===== src/rtl/key_event_decoder.sv =====
// Classifies a debounced key level into one-cycle short, double, long and repeat pulses.
// One FSM plus one shared cycle counter; the counter restarts on every state change.
module key_event_decoder #(
  parameter int LONG_CYC = 50_000_000,
  parameter int DBL_GAP  = 15_000_000,
  parameter int REP_CYC  = 10_000_000
) (
  input  logic clk,
  input  logic reset,
  input  logic key_in,
  input  logic enable,
  output logic short_pulse,
  output logic double_pulse,
  output logic long_pulse,
  output logic repeat_pulse,
  output logic busy
);

  localparam int MaxLongGap = (LONG_CYC > DBL_GAP) ? LONG_CYC : DBL_GAP;
  localparam int MaxCyc     = (MaxLongGap > REP_CYC) ? MaxLongGap : REP_CYC;
  localparam int CntW       = $clog2(MaxCyc) + 1;

  localparam logic [CntW-1:0] LongCnt = CntW'(LONG_CYC);
  localparam logic [CntW-1:0] GapCnt  = CntW'(DBL_GAP);
  localparam logic [CntW-1:0] RepCnt  = CntW'(REP_CYC);
  localparam logic [CntW-1:0] CntZero = '0;
  localparam logic [CntW-1:0] CntOne  = CntW'(1);

  localparam logic [3:0] EvNone   = 4'b0000;
  localparam logic [3:0] EvShort  = 4'b1000;
  localparam logic [3:0] EvDouble = 4'b0100;
  localparam logic [3:0] EvLong   = 4'b0010;
  localparam logic [3:0] EvRepeat = 4'b0001;

  typedef enum logic [2:0] {
    REL_WAIT,
    IDLE,
    PRESS1,
    GAP,
    PRESS2,
    HOLD,
    DRAIN
  } state_e;

  state_e          state_q, state_d;
  logic [CntW-1:0] cnt_q, cnt_d, cnt_inc;
  logic [3:0]      pulse_q, pulse_d;

  always_ff @(posedge clk) begin
    if (reset) begin
      state_q <= REL_WAIT;
      cnt_q   <= CntZero;
      pulse_q <= EvNone;
    end else begin
      state_q <= state_d;
      cnt_q   <= cnt_d;
      pulse_q <= pulse_d;
    end
  end

  // Comparisons use the incremented count so a pulse follows the N-th sample directly.
  always_comb begin
    state_d = state_q;
    cnt_d   = cnt_q;
    pulse_d = EvNone;
    cnt_inc = cnt_q + CntOne;

    if (!enable) begin
      state_d = REL_WAIT;
      cnt_d   = CntZero;
    end else begin
      case (state_q)
        REL_WAIT: begin
          cnt_d = CntZero;
          if (!key_in) state_d = IDLE;
        end
        IDLE: begin
          cnt_d = CntZero;
          if (key_in) begin
            state_d = PRESS1;
            cnt_d   = CntOne;
          end
        end
        // The long threshold wins even when the key releases on that same sample.
        PRESS1: begin
          if (cnt_inc == LongCnt) begin
            pulse_d = EvLong;
            state_d = HOLD;
            cnt_d   = CntZero;
          end else if (key_in) begin
            cnt_d = cnt_inc;
          end else begin
            state_d = GAP;
            cnt_d   = CntOne;
          end
        end
        // A re-press wins over the gap timeout on the same sample.
        GAP: begin
          if (key_in) begin
            state_d = PRESS2;
            cnt_d   = CntOne;
          end else if (cnt_inc == GapCnt) begin
            pulse_d = EvShort;
            state_d = IDLE;
            cnt_d   = CntZero;
          end else begin
            cnt_d = cnt_inc;
          end
        end
        PRESS2: begin
          if (!key_in) begin
            pulse_d = EvDouble;
            state_d = IDLE;
            cnt_d   = CntZero;
          end else if (cnt_inc == LongCnt) begin
            pulse_d = EvDouble;
            state_d = DRAIN;
            cnt_d   = CntZero;
          end else begin
            cnt_d = cnt_inc;
          end
        end
        HOLD: begin
          if (!key_in) begin
            state_d = IDLE;
            cnt_d   = CntZero;
          end else if (cnt_inc == RepCnt) begin
            pulse_d = EvRepeat;
            cnt_d   = CntZero;
          end else begin
            cnt_d = cnt_inc;
          end
        end
        DRAIN: begin
          cnt_d = CntZero;
          if (!key_in) state_d = IDLE;
        end
        default: begin
          state_d = REL_WAIT;
          cnt_d   = CntZero;
        end
      endcase
    end
  end

  assign short_pulse  = pulse_q[3];
  assign double_pulse = pulse_q[2];
  assign long_pulse   = pulse_q[1];
  assign repeat_pulse = pulse_q[0];
  assign busy         = (state_q != IDLE);

endmodule


===== config.mk =====
export PLATFORM = sky130hd
export DESIGN_NAME = key_event_decoder
export DESIGN_NICKNAME = d
export VERILOG_FILES = /design/src/rtl/key_event_decoder.sv
export SDC_FILE = /design/constraint.sdc
export NUM_CORES = 1
export LEC_CHECK = 0
export CAP_MARGIN = 10
export CORE_MARGIN = 2
export CORE_UTILIZATION = 45
export CTS_BUF_LIST = sky130_fd_sc_hd__clkbuf_8
export DETAILED_ROUTE_END_ITERATION = 8
export SLEW_MARGIN = 20
export SYNTH_ARGS = -nofsm -noshare
export SYNTH_HDL_FRONTEND = slang
export SYNTH_SLANG_ARGS = --single-unit

===== constraint.sdc =====
create_clock -name clk -period 3.25 [get_ports clk]
set_clock_uncertainty 0.1 [all_clocks]
set_input_delay 0.65 -clock clk [delete_from_list [all_inputs] [get_ports clk]]
set_output_delay 0.65 -clock clk [all_outputs]
set_load 0.1 [all_outputs]

Yosys cells after proc, flatten, opt, wreduce, memory -nomap -nowiden

Cells that the tools add are included.

Bitwise operators: 1
Add/subtract/negate cells: 1
Equality and inequality tests: 15
Muxes and demuxes: 27
Reductions and logical operators: 4

Operators by type and width:

| cell                                                                     | count |
|---|---|
| 27-bit two-way mux                                                       | 8 |
| 27-bit one-hot mux with 5 select lines                                   | 1 |
| 27-bit by 24-bit equality test with 1-bit output (second input constant) | 2 |
| 3-bit two-way mux                                                        | 10 |
| 27-bit by 1-bit adder with 27-bit output (second input constant)         | 1 |
| 27-bit by 26-bit equality test with 1-bit output (second input constant) | 1 |
| 4-bit one-hot mux with 4 select lines                                    | 1 |
| 3-bit one-hot mux with 5 select lines                                    | 1 |
| 3-bit equality test (second input constant)                              | 3 |
| 3-bit != test (second input constant)                                    | 3 |
| 4-bit two-way mux                                                        | 2 |
| 3-bit by 2-bit equality test with 1-bit output (second input constant)   | 2 |
| 5-bit AND reduction                                                      | 1 |
| 2-bit != test (second input constant)                                    | 2 |
| 3-bit by 1-bit equality test with 1-bit output (second input constant)   | 1 |
| 3-bit zero test                                                          | 1 |
| 1-bit two-way mux                                                        | 3 |
| 3-bit by 1-bit != test with 1-bit output (second input constant)         | 1 |
| 3-bit OR reduction                                                       | 1 |
| 2-bit two-way mux                                                        | 1 |
| 2-bit OR reduction                                                       | 1 |
| 1-bit inverter                                                           | 1 |

Register bits after elaboration: 34
Logic and storage cells: 51
Output and inout bits: 5
Bits of input ports: 4

Depth between registers and ports, before layout

Gate-level depths: netlist of the first run.

Word-level depth: 5
Mapped depth: 11
Mapped depth without buffers: 9

Least setup slack after synthesis of the first run

Ideal clock, no wire load.

Path type: register -> register
From: register cnt_q[0]
To: register cnt_q[10]
Library setup time: 112 ps
Stages on the path, launching flop included: 12
Required time: 3038 ps
Slack: 292 ps
Clock period less this slack: 2958 ps
Buffers on the path: 2
Arrival time: 2746 ps
Path through: dfxtp_1 > ha_1 > buf_2 > and4_2 > nand2_4 > o31a_1 > or2_4 > nor4b_4 > a41oi_2 > a211oi_4 > buf_8 > nor2_2

Longest elaborated chain between the ends: 5
Elaborated cells between the ends (all ways): 13
Classes of those cells: add/sub (1); eq/ne (3); mux (9)

Ends and longest elaborated chain:

| what                                                                           | line          | source |
|---|---|---|
| start: declaration                                                             | 46            | `logic [CntW-1:0] cnt_q, cnt_d, cnt_inc;` |
| start signal: assignment                                                       | 52            | `cnt_q <= CntZero;` |
| start signal: assignment                                                       | 56            | `cnt_q <= cnt_d;` |
| 27-bit by 1-bit adder with 27-bit output (*)                                   | 66            | `cnt_inc = cnt_q + CntOne;` |
| 27-bit by 24-bit equality test with 1-bit output, or another cell as far along | 127           | `end else if (cnt_inc == RepCnt) begin` |
| 27-bit two-way mux (on tied branches)                                          | 127, 102, 115 |  |
| 27-bit two-way mux (on tied branches)                                          | 124, 111, 99  |  |
| 27-bit one-hot mux with 5 select lines (*)                                     | 72            | `case (state_q)` |

Mark *: on every way between the ends. The rest lies on a longest branch, timed or not.
A chain may end at the register's enable or synchronous reset.

Worst setup path in the final report of the first run

From: register cnt_q[0]
To: register cnt_q[11]

The elaborated chain is that of the path after synthesis.

==> reports/results.tsv, run 1 <==
stage	metric	value	unit
power_and_ir_drop	maximum VDD drop	0.168	mV
sta	worst slew pin tran	0.550	ns
clocking	H-tree depth	2	
worst_setup_path	Reg2Reg Depth	10	
floorplanning	Die Height	81.0	um
logic_synthesis	Yosys reg bits	34	
clocking	CTS tree	yes	
power_and_ir_drop	Sw Share	23.3	%
clocking	cts bufs inserted	5	
logic_synthesis	fraction of registers with async set/reset	0	%
detailed_routing	DR vias/cell	5.98	
global_route	initial antenna violation count	0	
sta	fmax	325	MHz
global_route	largest net degree at the start of global routing	26	
power_and_ir_drop	Pwr Density	286	nW/um2
min_path	Hold Crit Depth	2	
global_route	total track usage	22.5	%
detailed_routing	1st-iter DRT viols	246	
detailed_routing	Pre-antenna DRT Iters	4	
sta	Setup-failing EPs final	0	
cells_and_area	nets	345	
clocking	count of clock tree sinks	34	
sta	Hold Vio Cnt, Final	0	
sta	fin crit period	3.07	ns
clocking	Post-CTS Setup Inserts	0	
sta	Rel. slew slack	63.0	%
detailed_routing	drt drc	0	
outcome	status	complete, no violations	
placement	HPWL Detailed	4980	um
worst_setup_path	critical path cell sequence	ha_1, and4_2, nand3_2, or4_1, a32oi_4, and3_2, a41oi_2, a211oi_4, buf_12, nor3b_1	
worst_setup_path	WP data required	3.33	ns
cells_and_area	share of cells above drive strength 1	22.9	%
worst_setup_path	Startpoint Class	flop	
cells_and_area	design area	2950	um2
worst_setup_path	crit-path max cell delay	0.47	ns
logic_synthesis	Post-synth EDFFs	0	
logic_synthesis	Syn Nets	337	
worst_setup_path	crit path DAT	3.16	ns
power_and_ir_drop	Tot Pwr	842	uW
power_and_ir_drop	Switch Pwr	196	uW
floorplanning	DIE WIDTH	81.0	um
power_and_ir_drop	power share of the combinational group	4.5	%
power_and_ir_drop	Seq pwr share	50.3	%
placement	RD Place Congestion	0.876	
clocking	Bufs on Longest Clock Path	2	
worst_setup_path	CP Class	flop to flop	
logic_synthesis	sequential fraction of the synthesis area	25.5	%
clocking	Worst-path clk slew	0.08	ns
floorplanning	core area	5820	um2
sta	Tcrit/Tclk final	94.6	%
clocking	Worst-Skew Late Latency	0.30	ns
worst_setup_path	Worst setup EP type	flop	
logic_synthesis	syn_area_per_cell	8.03	um2
detailed_routing	Post-DRT Antenna Nets	0	
sta	Slew Limit Fails	0	
placement	Port Buffers	8	
power_and_ir_drop	Internal	646	uW
worst_setup_path	CP max FO	25	
sta	min setup slack post-route	0.177	ns
logic_synthesis	Distinct cells, synth	71	
worst_setup_path	critical path's slowest cell	or4_1	
detailed_routing	routed len/inst	16.2	um
global_route	vias in the first global route	2298	
floorplanning	Die ar.	6560	um2
clocking	Root Driver	clkbuf_8	
floorplanning	Initial Util	45.8	%
cells_and_area	most common cell after layout, fill and taps aside	nand2_1	
logic_synthesis	Synth Instances	332	
global_route	first-pass GRT wire length	11400	um
placement	placed cell area	2810	um2
logic_synthesis	synthesized area	2670	um2
job	Max-cap violations	0	
power_and_ir_drop	clock share of power	45.2	%
detailed_routing	DRT Wirelength	6740	um
cells_and_area	most frequent cells in the layout	nand2_1, dfxtp_1, nor2_2, buf_4, nand3_1	
min_path	Hold Path Class	flop to flop	
logic_synthesis	Synth warnings	0	
cells_and_area	# diodes	0	
detailed_routing	routed vias	2488	
placement	Place WS	0.195	ns
floorplanning	Core Rows	28	
cells_and_area	Area growth syn-to-layout	10.6	%
sta	hold slack	0.544	ns
power_and_ir_drop	LEAKAGE	0.000961	uW
logic_synthesis	ys flop type	dfxtp_1	
global_route	total grt overflow	0	
floorplanning	IO Pins	9	
-- area by class of cell --
| cell class | instances | area [um2] |
|---|---|---|
| Clock buffer | 8 | 110 |
| Fill cell | 605 | 2870 |
| Inverter | 6 | 22.5 |
| Multi-Input combinational cell | 268 | 1830 |
| Sequential cell | 34 | 681 |
| Tap cell | 75 | 93.8 |
| Timing Repair Buffer | 25 | 208 |
-- flip-flops by register name (all words and copies together), names as in the netlist --
name,count
cnt_q,27
pulse_q,4
state_q,3
-- path summary, 6_finish.rpt --
kind	startpoint	endpoint	slack (ns)
max	cnt_q[0]$_SDFF_PP0_	cnt_q[11]$_SDFF_PP0_	0.18
min	state_q[2]$_SDFFE_PP0P_	state_q[2]$_SDFFE_PP0P_	0.54
max reg2reg	cnt_q[0]$_SDFF_PP0_	cnt_q[11]$_SDFF_PP0_	0.18
min reg2reg	state_q[2]$_SDFFE_PP0P_	state_q[2]$_SDFFE_PP0P_	0.54
-- cell usage after synthesis (all sizes together) (2+ instances only) --
master | number | area share (%)
nand2 | 46 | 6.8
o21ai | 6 | 1.1
a21oi | 10 | 1.9
o211ai | 3 | 0.84
and3 | 8 | 2.0
o2111ai | 2 | 0.66
a22oi | 2 | 0.56
buf | 15 | 4.3
o31a | 4 | 1.4
xor2 | 10 | 3.3
nand4b | 2 | 0.66
a211oi | 3 | 1.3
or3 | 2 | 0.47
a2111oi | 2 | 0.66
dfxtp | 34 | 26
nand3 | 20 | 4.6
nor2 | 36 | 7.0
nand2b | 6 | 1.4
dlygate4sd1 | 2 | 0.66
nor2b | 3 | 0.70
and4 | 8 | 2.9
or2 | 4 | 1.0
nand4 | 18 | 5.3
nor4 | 10 | 2.9
a221oi | 2 | 0.66
or4 | 2 | 0.56
xnor2 | 17 | 5.9
nor3 | 11 | 2.1
mux2i | 3 | 1.1
nand3b | 2 | 0.56
inv | 6 | 0.84
o31ai | 4 | 1.1
clkbuf | 7 | 1.1
and2 | 3 | 0.70
-- through the flow --
stage          utilization (%)  TNS [ns]  cells
3_3_place_gp              48.3         0    408
5_1_grt                   50.7  -0.00171    416
2_1_floorplan                -         0    332
3_5_place_dp              48.3         0    408
4_1_cts                   50.2         0    416
6_report                  50.7         0    416
-- metal layers --
metal	vias up	wire length [um]	global-route usage, %
met5	-	0	0
met4	0	130	7.12
met3	11	533	4.33
met2	91	2960	34.1
met1	1160	3120	32.1
li1	1226	-	-
-- what timing repair did --
item	4_1_cts	5_1_grt
setup endpoints to repair	0	25
resized for setup	0	4
hold buffers	0	0
-- power by group through the flow --
stage	clock network (uW)	logic (uW)	registers [uW]
finish	380	38.2	423
global route	407	41.9	424
CTS	391	38.4	423
detailed placement	0	38.3	433
global placement	0	38.0	433
floorplan	0	30.7	429
-- kinds of logic (layout without fill, tap and decap cells) --
| family | Yosys count | in the layout | share of synthesized area [%] |
|---|---|---|---|
| AND/OR/NAND/NOR | 186 | 186 | 41.9 |
| AO/OA/AOI/OAI | 50 | 50 | 14.5 |
| flip-flops | 34 | 34 | 25.5 |
| buffers and inverters | 30 | 39 | 6.90 |
| XOR/XNOR | 27 | 27 | 9.15 |
| multiplexers | 4 | 4 | 1.55 |
| adder cells (fa/ha/maj) | 1 | 1 | 0.469 |
-- critical path, delay by kind of cell, from the launching register on --
| family | cells | cell delay (ns) |
|---|---|---|
| AO/OA/AOI/OAI | 3 | 0.70 |
| adder cells (fa/ha/maj) | 1 | 0.21 |
| AND/OR/NAND/NOR | 5 | 1.26 |
| buffers and inverters | 1 | 0.23 |
| flip-flops | 1 | 0.44 |
(Power assumes the default switching activity.)
==> inputs of run 2 (changes only) <==
PLACE_DENSITY_LB_ADDON = 0.08   (was not set)
==> run 2 against run 1 <==
Against the previous run:
- combinational power rose by 3%
- global-route usage fell by 1.0 points
- total power fell by 11%
- sequential power barely moved
- largest power group unchanged
- hold slack improved by 0.0020 ns
- clock power fell by 23%
- sequential share of layout area rose by 0.66 points
==> reports/results.tsv, run 2 (same netlist as run 1, synthesis figures left out) <==
stage	metric	value	unit	change
floorplanning	Die Height	81.0	um	unchanged
clocking	H-tree depth	2		unchanged
power_and_ir_drop	Pwr Density	263	nW/um2	-8.0%
global_route	first-pass GRT wire length	11000	um	-3.3%
cells_and_area	most frequent cells in the layout	nand2_1, dfxtp_1, nor2_2		
worst_setup_path	critical path cell sequence	ha_1, and4_4, nand3_2, or4_1, a32oi_2, and3_2, a41oi_2, a211oi_4, buf_12, nor2_1		
worst_setup_path	reg2reg start	cnt_q[1]$_SDFF_PP0_		
global_route	initial antenna violation count	0		unchanged
detailed_routing	routed vias	2442		-1.8%
placement	Port Buffers	8		unchanged
clocking	Worst-Skew Late Latency	0.29	ns	about the same
cells_and_area	share of cells above drive strength 1	20.8	%	-2.0 points
clocking	CTS tree	yes		
sta	Slew Limit Fails	0		unchanged
worst_setup_path	CP max FO	25		unchanged
cells_and_area	Area growth syn-to-layout	7.51	%	
worst_setup_path	Buf/Inv on CP	1		unchanged
sta	setup TNS	0	ns	unchanged
placement	dpl cells	404		-0.98%
cells_and_area	largest reg by FF count	cnt_q		
worst_setup_path	cell family with most CP delay	simple AND/OR/NAND/NOR gates		
worst_setup_path	Startpoint Class	flop		
power_and_ir_drop	Tot Pwr	753	uW	-11%
floorplanning	IO Pins	9		unchanged
sta	min setup slack post-route	0.209	ns	+0.0321 ns
sta	Tcrit/Tclk final	93.6	%	-0.99 points
worst_setup_path	CP Launch Point	cnt_q[1]$_SDFF_PP0_		
sta	Setup-failing EPs final	0		unchanged
clocking	count of clock tree sinks	34		unchanged
detailed_routing	DR vias/cell	5.94		-0.65%
detailed_routing	1st-iter DRT viols	195		-21%
worst_setup_path	CP endpoint	cnt_q[17]$_SDFF_PP0_		
cells_and_area	max reg flops	27		unchanged
placement	RD Place Congestion	0.921		+5.2%
worst_setup_path	Reg2Reg Depth	10		unchanged
clocking	cts bufs inserted	5		unchanged
outcome	status	complete, no violations		
detailed_routing	Post-DRT Antenna Nets	0		unchanged
global_route	vias in the first global route	2153		-6.3%
clocking	Root Driver	clkbuf_8		
sta	fin crit period	3.04	ns	-0.0321 ns
cells_and_area	nets	341		-1.2%
placement	Place WS	0.0301	ns	-0.165 ns
detailed_routing	DRT Wirelength	6670	um	-1.1%
worst_setup_path	Crit Reg-Reg Endpoint	cnt_q[17]$_SDFF_PP0_		
worst_setup_path	critical path's slowest cell	or4_1		
min_path	Hold Path Class	flop to flop		
power_and_ir_drop	LEAKAGE	0.000921	uW	-4.2%
sta	Hold Vio Cnt, Final	0		unchanged
cells_and_area	Final Instance Count excl. Fillers	411		-1.2%
detailed_routing	Pre-antenna DRT Iters	5		+1
cells_and_area	Regs by FF count	cnt_q: 27 flops, pulse_q: 4 flops, state_q: 3 flops		
job	Max-cap violations	0		unchanged
floorplanning	core area	5820	um2	unchanged
sta	worst slew pin tran	0.541	ns	-0.00876 ns
sta	RSZ-0062 raised after global routing	false		
detailed_routing	drt drc	0		unchanged
worst_setup_path	WP data required	3.33	ns	about the same
worst_setup_path	Worst setup EP type	flop		
floorplanning	Initial Util	45.8	%	unchanged
sta	fmax	329	MHz	+1.1%
placement	HPWL Detailed	4900	um	-1.5%
worst_setup_path	Crit path depth	10		unchanged
sta	Rel. slew slack	63.6	%	+0.59 points
cells_and_area	# diodes	0		unchanged
worst_setup_path	FF-to-FF setup slack	0.21	ns	+0.03 ns
global_route	largest net degree at the start of global routing	26		unchanged
clocking	Worst-path clk slew	0.06	ns	-0.02 ns
cells_and_area	most common cell after layout, fill and taps aside	nand2_1		
clocking	Bufs on Longest Clock Path	2		unchanged
floorplanning	DIE WIDTH	81.0	um	unchanged
floorplanning	Die ar.	6560	um2	unchanged
power_and_ir_drop	maximum VDD drop	0.169	mV	+0.81%
global_route	total track usage	21.5	%	-1.0 points
worst_setup_path	crit-path max cell delay	0.43	ns	-0.04 ns
worst_setup_path	crit path DAT	3.12	ns	-0.04 ns
detailed_routing	routed len/inst	16.2	um	about the same
worst_setup_path	CP Class	flop to flop		
floorplanning	Core Rows	28		unchanged
global_route	total grt overflow	0		unchanged
-- run 2: final cells by class --
class,count,area [um2]
fillers,609,2950
clock inverters,2,7.51
inverters,6,22.5
well taps,75,93.8
flip-flops and latches,34,681
repair buffers,21,178
multi-input cells,268,1820
clock buffers,5,68.8
-- run 2: through the flow --
| step | hold WS [ns] | utilization (%) | cell area (um2) |
|---|---|---|---|
| 6_report | 0.546 | 49.3 | 2870 |
| 5_1_grt | 0.574 | 49.3 | 2870 |
| 4_1_cts | 0.546 | 49.1 | 2860 |
| 3_5_place_dp | 0.530 | 47.8 | 2780 |
| 3_3_place_gp | 0.531 | 47.8 | 2780 |
| 2_1_floorplan | 0.463 | - | 2670 |
-- run 2: worst min-delay path, stage by stage, from the launching register on --
cell	delay [ns]
dfxtp_1	0.36
xnor2_1	0.14
nand2_1	0.07
nor2_2	0.03
-- run 2: layer usage --
| metal | up-vias | global-route usage [%] | part of all wire, % |
|---|---|---|---|
| met5 | - | 0 | 0 |
| met4 | 0 | 4.92 | 0.97 |
| met3 | 5 | 3.67 | 5.2 |
| met2 | 64 | 32.4 | 44 |
| met1 | 1159 | 31.9 | 49 |
| li1 | 1214 | - | - |
-- run 2: worst min path at each step --
stage                                 start                 endpoint  cells past startpoint  slack, ns
global route           cnt_q[25]$_SDFF_PP0_     cnt_q[25]$_SDFF_PP0_                      3       0.57
finish                 cnt_q[25]$_SDFF_PP0_     cnt_q[25]$_SDFF_PP0_                      3       0.55
floorplan           state_q[1]$_SDFFE_PP0P_    pulse_q[0]$_SDFF_PP0_                      3       0.46
detailed placement     cnt_q[25]$_SDFF_PP0_     cnt_q[25]$_SDFF_PP0_                      3       0.53
global placement    state_q[2]$_SDFFE_PP0P_  state_q[2]$_SDFFE_PP0P_                      2       0.53
CTS                    cnt_q[25]$_SDFF_PP0_     cnt_q[25]$_SDFF_PP0_                      3       0.55
-- run 2: where the power goes --
group | total (uW) | internal [uW] | switching (uW) | leakage [uW]
registers | 423 | 418 | 5.16 | 0.000274
clock network | 291 | 141 | 150 | 0.0000466
logic | 39.2 | 14.5 | 24.7 | 0.000601
total | 753 | 574 | 179 | 0.000921
-- run 2: what timing repair did --
action / 4_1_cts / 5_1_grt
setup endpoints to repair: 0 / 27
resized for setup: 0 / 4
setup buffers: 0 / 0
hold endpoints to repair: 0 / 0
hold buffers: 0 / 0
==> inputs of run 3 (changes only) <==
ABC_AREA = 1   (was not set)
==> run 3 against run 2 <==
Against the previous run:
- non-clock buffer count is 12 lower
- worst setup slack better by 0.10 ns
- maximum frequency is 3.5% higher
- largest power group is now clock
- highest routed layer unchanged
==> reports/results.tsv, run 3 <==
stage	metric	value	unit	change
outcome	status	complete, no violations		
detailed_routing	DRT Wirelength	6800	um	+2.0%
clocking	count of clock tree sinks	34		unchanged
global_route	total grt overflow	0		unchanged
sta	Hold Vio Cnt, Final	0		unchanged
sta	Setup-failing EPs final	0		unchanged
floorplanning	Die ar.	6120	um2	-6.7%
detailed_routing	Post-DRT Antenna Nets	0		unchanged
logic_synthesis	synthesized area	2480	um2	-7.0%
sta	fmax	340	MHz	+3.5%
logic_synthesis	Post-synth EDFFs	0		unchanged
global_route	vias in the first global route	2385		+11%
placement	placed cell area	2620	um2	-5.8%
cells_and_area	Regs by FF count	cnt_q: 27 flops, pulse_q: 4 flops, state_q: 3 flops		
logic_synthesis	syn_area_per_cell	5.57	um2	-31%
detailed_routing	drt drc	0		unchanged
detailed_routing	routed vias	2721		+11%
logic_synthesis	fraction of registers with async set/reset	0	%	unchanged
worst_setup_path	CP Class	flop to flop		
clocking	PostCTS Resize Cnt	0		unchanged
floorplanning	Core Rows	27		-3.6%
min_path	Hold Path Class	flop to flop		
clocking	CTS Hold Bufs	0		unchanged
detailed_routing	DR vias/cell	5.12		-14%
placement	Port Buffers	8		unchanged
detailed_routing	1st-iter DRT viols	183		-6.2%
floorplanning	core area	5410	um2	-7.1%
cells_and_area	most common cell after layout, fill and taps aside	nand2_1		
placement	RD Place Congestion	0.845		-8.3%
job	Max-cap violations	0		unchanged
cells_and_area	Area growth syn-to-layout	11.4	%	
worst_setup_path	Worst setup EP type	flop		
sta	worst slew pin tran	0.407	ns	-0.134 ns
logic_synthesis	Distinct cells, synth	29		-59%
floorplanning	IO Pins	9		unchanged
clocking	H-tree depth	2		unchanged
logic_synthesis	sequential fraction of the synthesis area	27.4	%	+1.9 points
clocking	Worst-path clk slew	0.08	ns	+0.02 ns
cells_and_area	fillers	594		-2.5%
worst_setup_path	Startpoint Class	flop		
cells_and_area	largest reg by FF count	cnt_q		
clocking	CTS tree	yes		
logic_synthesis	Syn Nets	450		+34%
logic_synthesis	most frequent cell after synthesis	nand2_1		
detailed_routing	routed len/inst	12.8	um	-21%
logic_synthesis	synth cell count leaders	nand2_1, nor2_1, inv_1, nand3_1, dfxtp_1		
logic_synthesis	Synth Instances	445		+34%
worst_setup_path	CP max FO	23		-8.0%
worst_setup_path	WP data required	3.33	ns	about the same
global_route	initial antenna violation count	0		unchanged
logic_synthesis	post-synth top area share	27.4	%	+1.9 points
logic_synthesis	Synth warnings	0		unchanged
logic_synthesis	largest area contributor in the netlist	dfxtp_1		
clocking	Worst-Skew Late Latency	0.29	ns	about the same
power_and_ir_drop	LEAKAGE	0.00119	uW	+30%
floorplanning	DIE WIDTH	78.2	um	-3.4%
clocking	Post-CTS Setup Inserts	0		unchanged
sta	Rel. slew slack	72.8	%	+9.2 points
clocking	cts bufs inserted	5		unchanged
clocking	Bufs on Longest Clock Path	2		unchanged
cells_and_area	max reg flops	27		unchanged
logic_synthesis	ys flop type	dfxtp_1		
power_and_ir_drop	Pwr Density	365	nW/um2	+39%
sta	Tcrit/Tclk final	90.4	%	-3.2 points
sta	fin crit period	2.94	ns	-0.104 ns
cells_and_area	share of cells above drive strength 1	7.19	%	-14 points
global_route	first-pass GRT wire length	11500	um	+3.8%
placement	HPWL Detailed	5480	um	+12%
logic_synthesis	synth top area cells	dfxtp_1, nand2_1, nor2_1		
worst_setup_path	crit path DAT	3.01	ns	-0.11 ns
logic_synthesis	Yosys reg bits	34		unchanged
cells_and_area	register area	681	um2	unchanged
detailed_routing	Pre-antenna DRT Iters	5		unchanged
sta	Slew Limit Fails	0		unchanged
power_and_ir_drop	maximum VDD drop	0.209	mV	+24%
sta	setup TNS	0	ns	unchanged
cells_and_area	nets	463		+36%
floorplanning	Die Height	78.2	um	-3.4%
floorplanning	Initial Util	45.9	%	about the same
cells_and_area	most frequent cells in the layout	nand2_1, nor2_1, inv_1		
clocking	Root Driver	clkbuf_8		
sta	RSZ-0062 raised after global routing	false		
global_route	largest net degree at the start of global routing	24		-7.7%
cells_and_area	# diodes	0		unchanged
cells_and_area	design area	2760	um2	-3.7%
global_route	total track usage	23.7	%	+2.2 points
cells_and_area	area occupied by multi-input gates	1530	um2	-16%
[run 3: changes by cell type in the layout (fill, tap and decap cells not counted), sizes merged, moves of 8 or more]
cell,delta
xnor2,-16
nand2,+106
buf,-12
nor2,+68
xor2,-10
and4,-8
nand3,+24
inv,+56
nor4,-9
[run 3: cells by family after synthesis]
group                    share of synthesized area (%)
AO/OA/AOI/OAI                                     3.33
XOR/XNOR                                         0.353
AND/OR/NAND/NOR                                   57.6
buffers and inverters                             10.7
flip-flops                                        27.4
adder cells (fa/ha/maj)                          0.504
[run 3: per-stage QoR]
step | hold slack (ns) | util, % | setup WS, ns | std cells | total power (uW)
3_5_place_dp | 0.438 | 48.4 | 0.391 | 523 | 525
2_1_floorplan | 0.396 | - | 0.879 | 445 | 506
4_1_cts | 0.448 | 51.1 | 0.358 | 531 | 1020
6_report | 0.455 | 51.1 | 0.313 | 531 | 1010
5_1_grt | 0.485 | 51.1 | 0.0293 | 531 | 1040
3_3_place_gp | 0.453 | 48.4 | 0.467 | 523 | 526
[run 3: path summary, 6_finish.rpt]
| check | end | cells past startpoint | startpoint | slack (ns) |
|---|---|---|---|---|
| min reg2reg | state_q[1]$_SDFFE_PP0P_ | 2 | state_q[1]$_SDFFE_PP0P_ | 0.45 |
| max reg2reg | cnt_q[14]$_SDFF_PP0_ | 14 | cnt_q[0]$_SDFF_PP0_ | 0.31 |
| min | state_q[1]$_SDFFE_PP0P_ | 2 | state_q[1]$_SDFFE_PP0P_ | 0.45 |
| max | cnt_q[14]$_SDFF_PP0_ | 14 | cnt_q[0]$_SDFF_PP0_ | 0.31 |
[run 3: per-layer routing]
metal	track usage [%]	vias to the layer above	part of all wire, %
li1	-	1418	-
met1	32.5	1218	48
met2	38.8	78	45
met3	3.56	7	5.0
met4	6.67	0	1.1
met5	0	-	0
[run 3: power breakdown]
part	total, uW	internal (uW)	switching, uW
combinational	90.5	29.4	61.1
clock	491	327	163
sequential	426	421	5.30
[run 3: cell type report]
| type | instances | share of cell area, % |
|---|---|---|
| repair buffers | 9 | 2.72 |
| clock inverters | 2 | 2.17 |
| clock buffers | 6 | 2.99 |
| multi-input cells | 344 | 55.5 |
| flip-flops and latches | 34 | 24.6 |
| well taps | 72 | 3.26 |
| inverters | 64 | 8.70 |
[run 3: critical path, stage by stage (launching register included)]
cell	delay [ns]
dfxtp_1	0.47
ha_1	0.33
nand3_1	0.14
nor2_1	0.25
a21oi_1	0.10
nor2_1	0.31
nand3_1	0.14
nor2_1	0.15
nand2_1	0.06
nor2_1	0.09
nand2_1	0.11
nand2_1	0.12
nand3_2	0.12
nand2_4	0.25
nor2_1	0.08
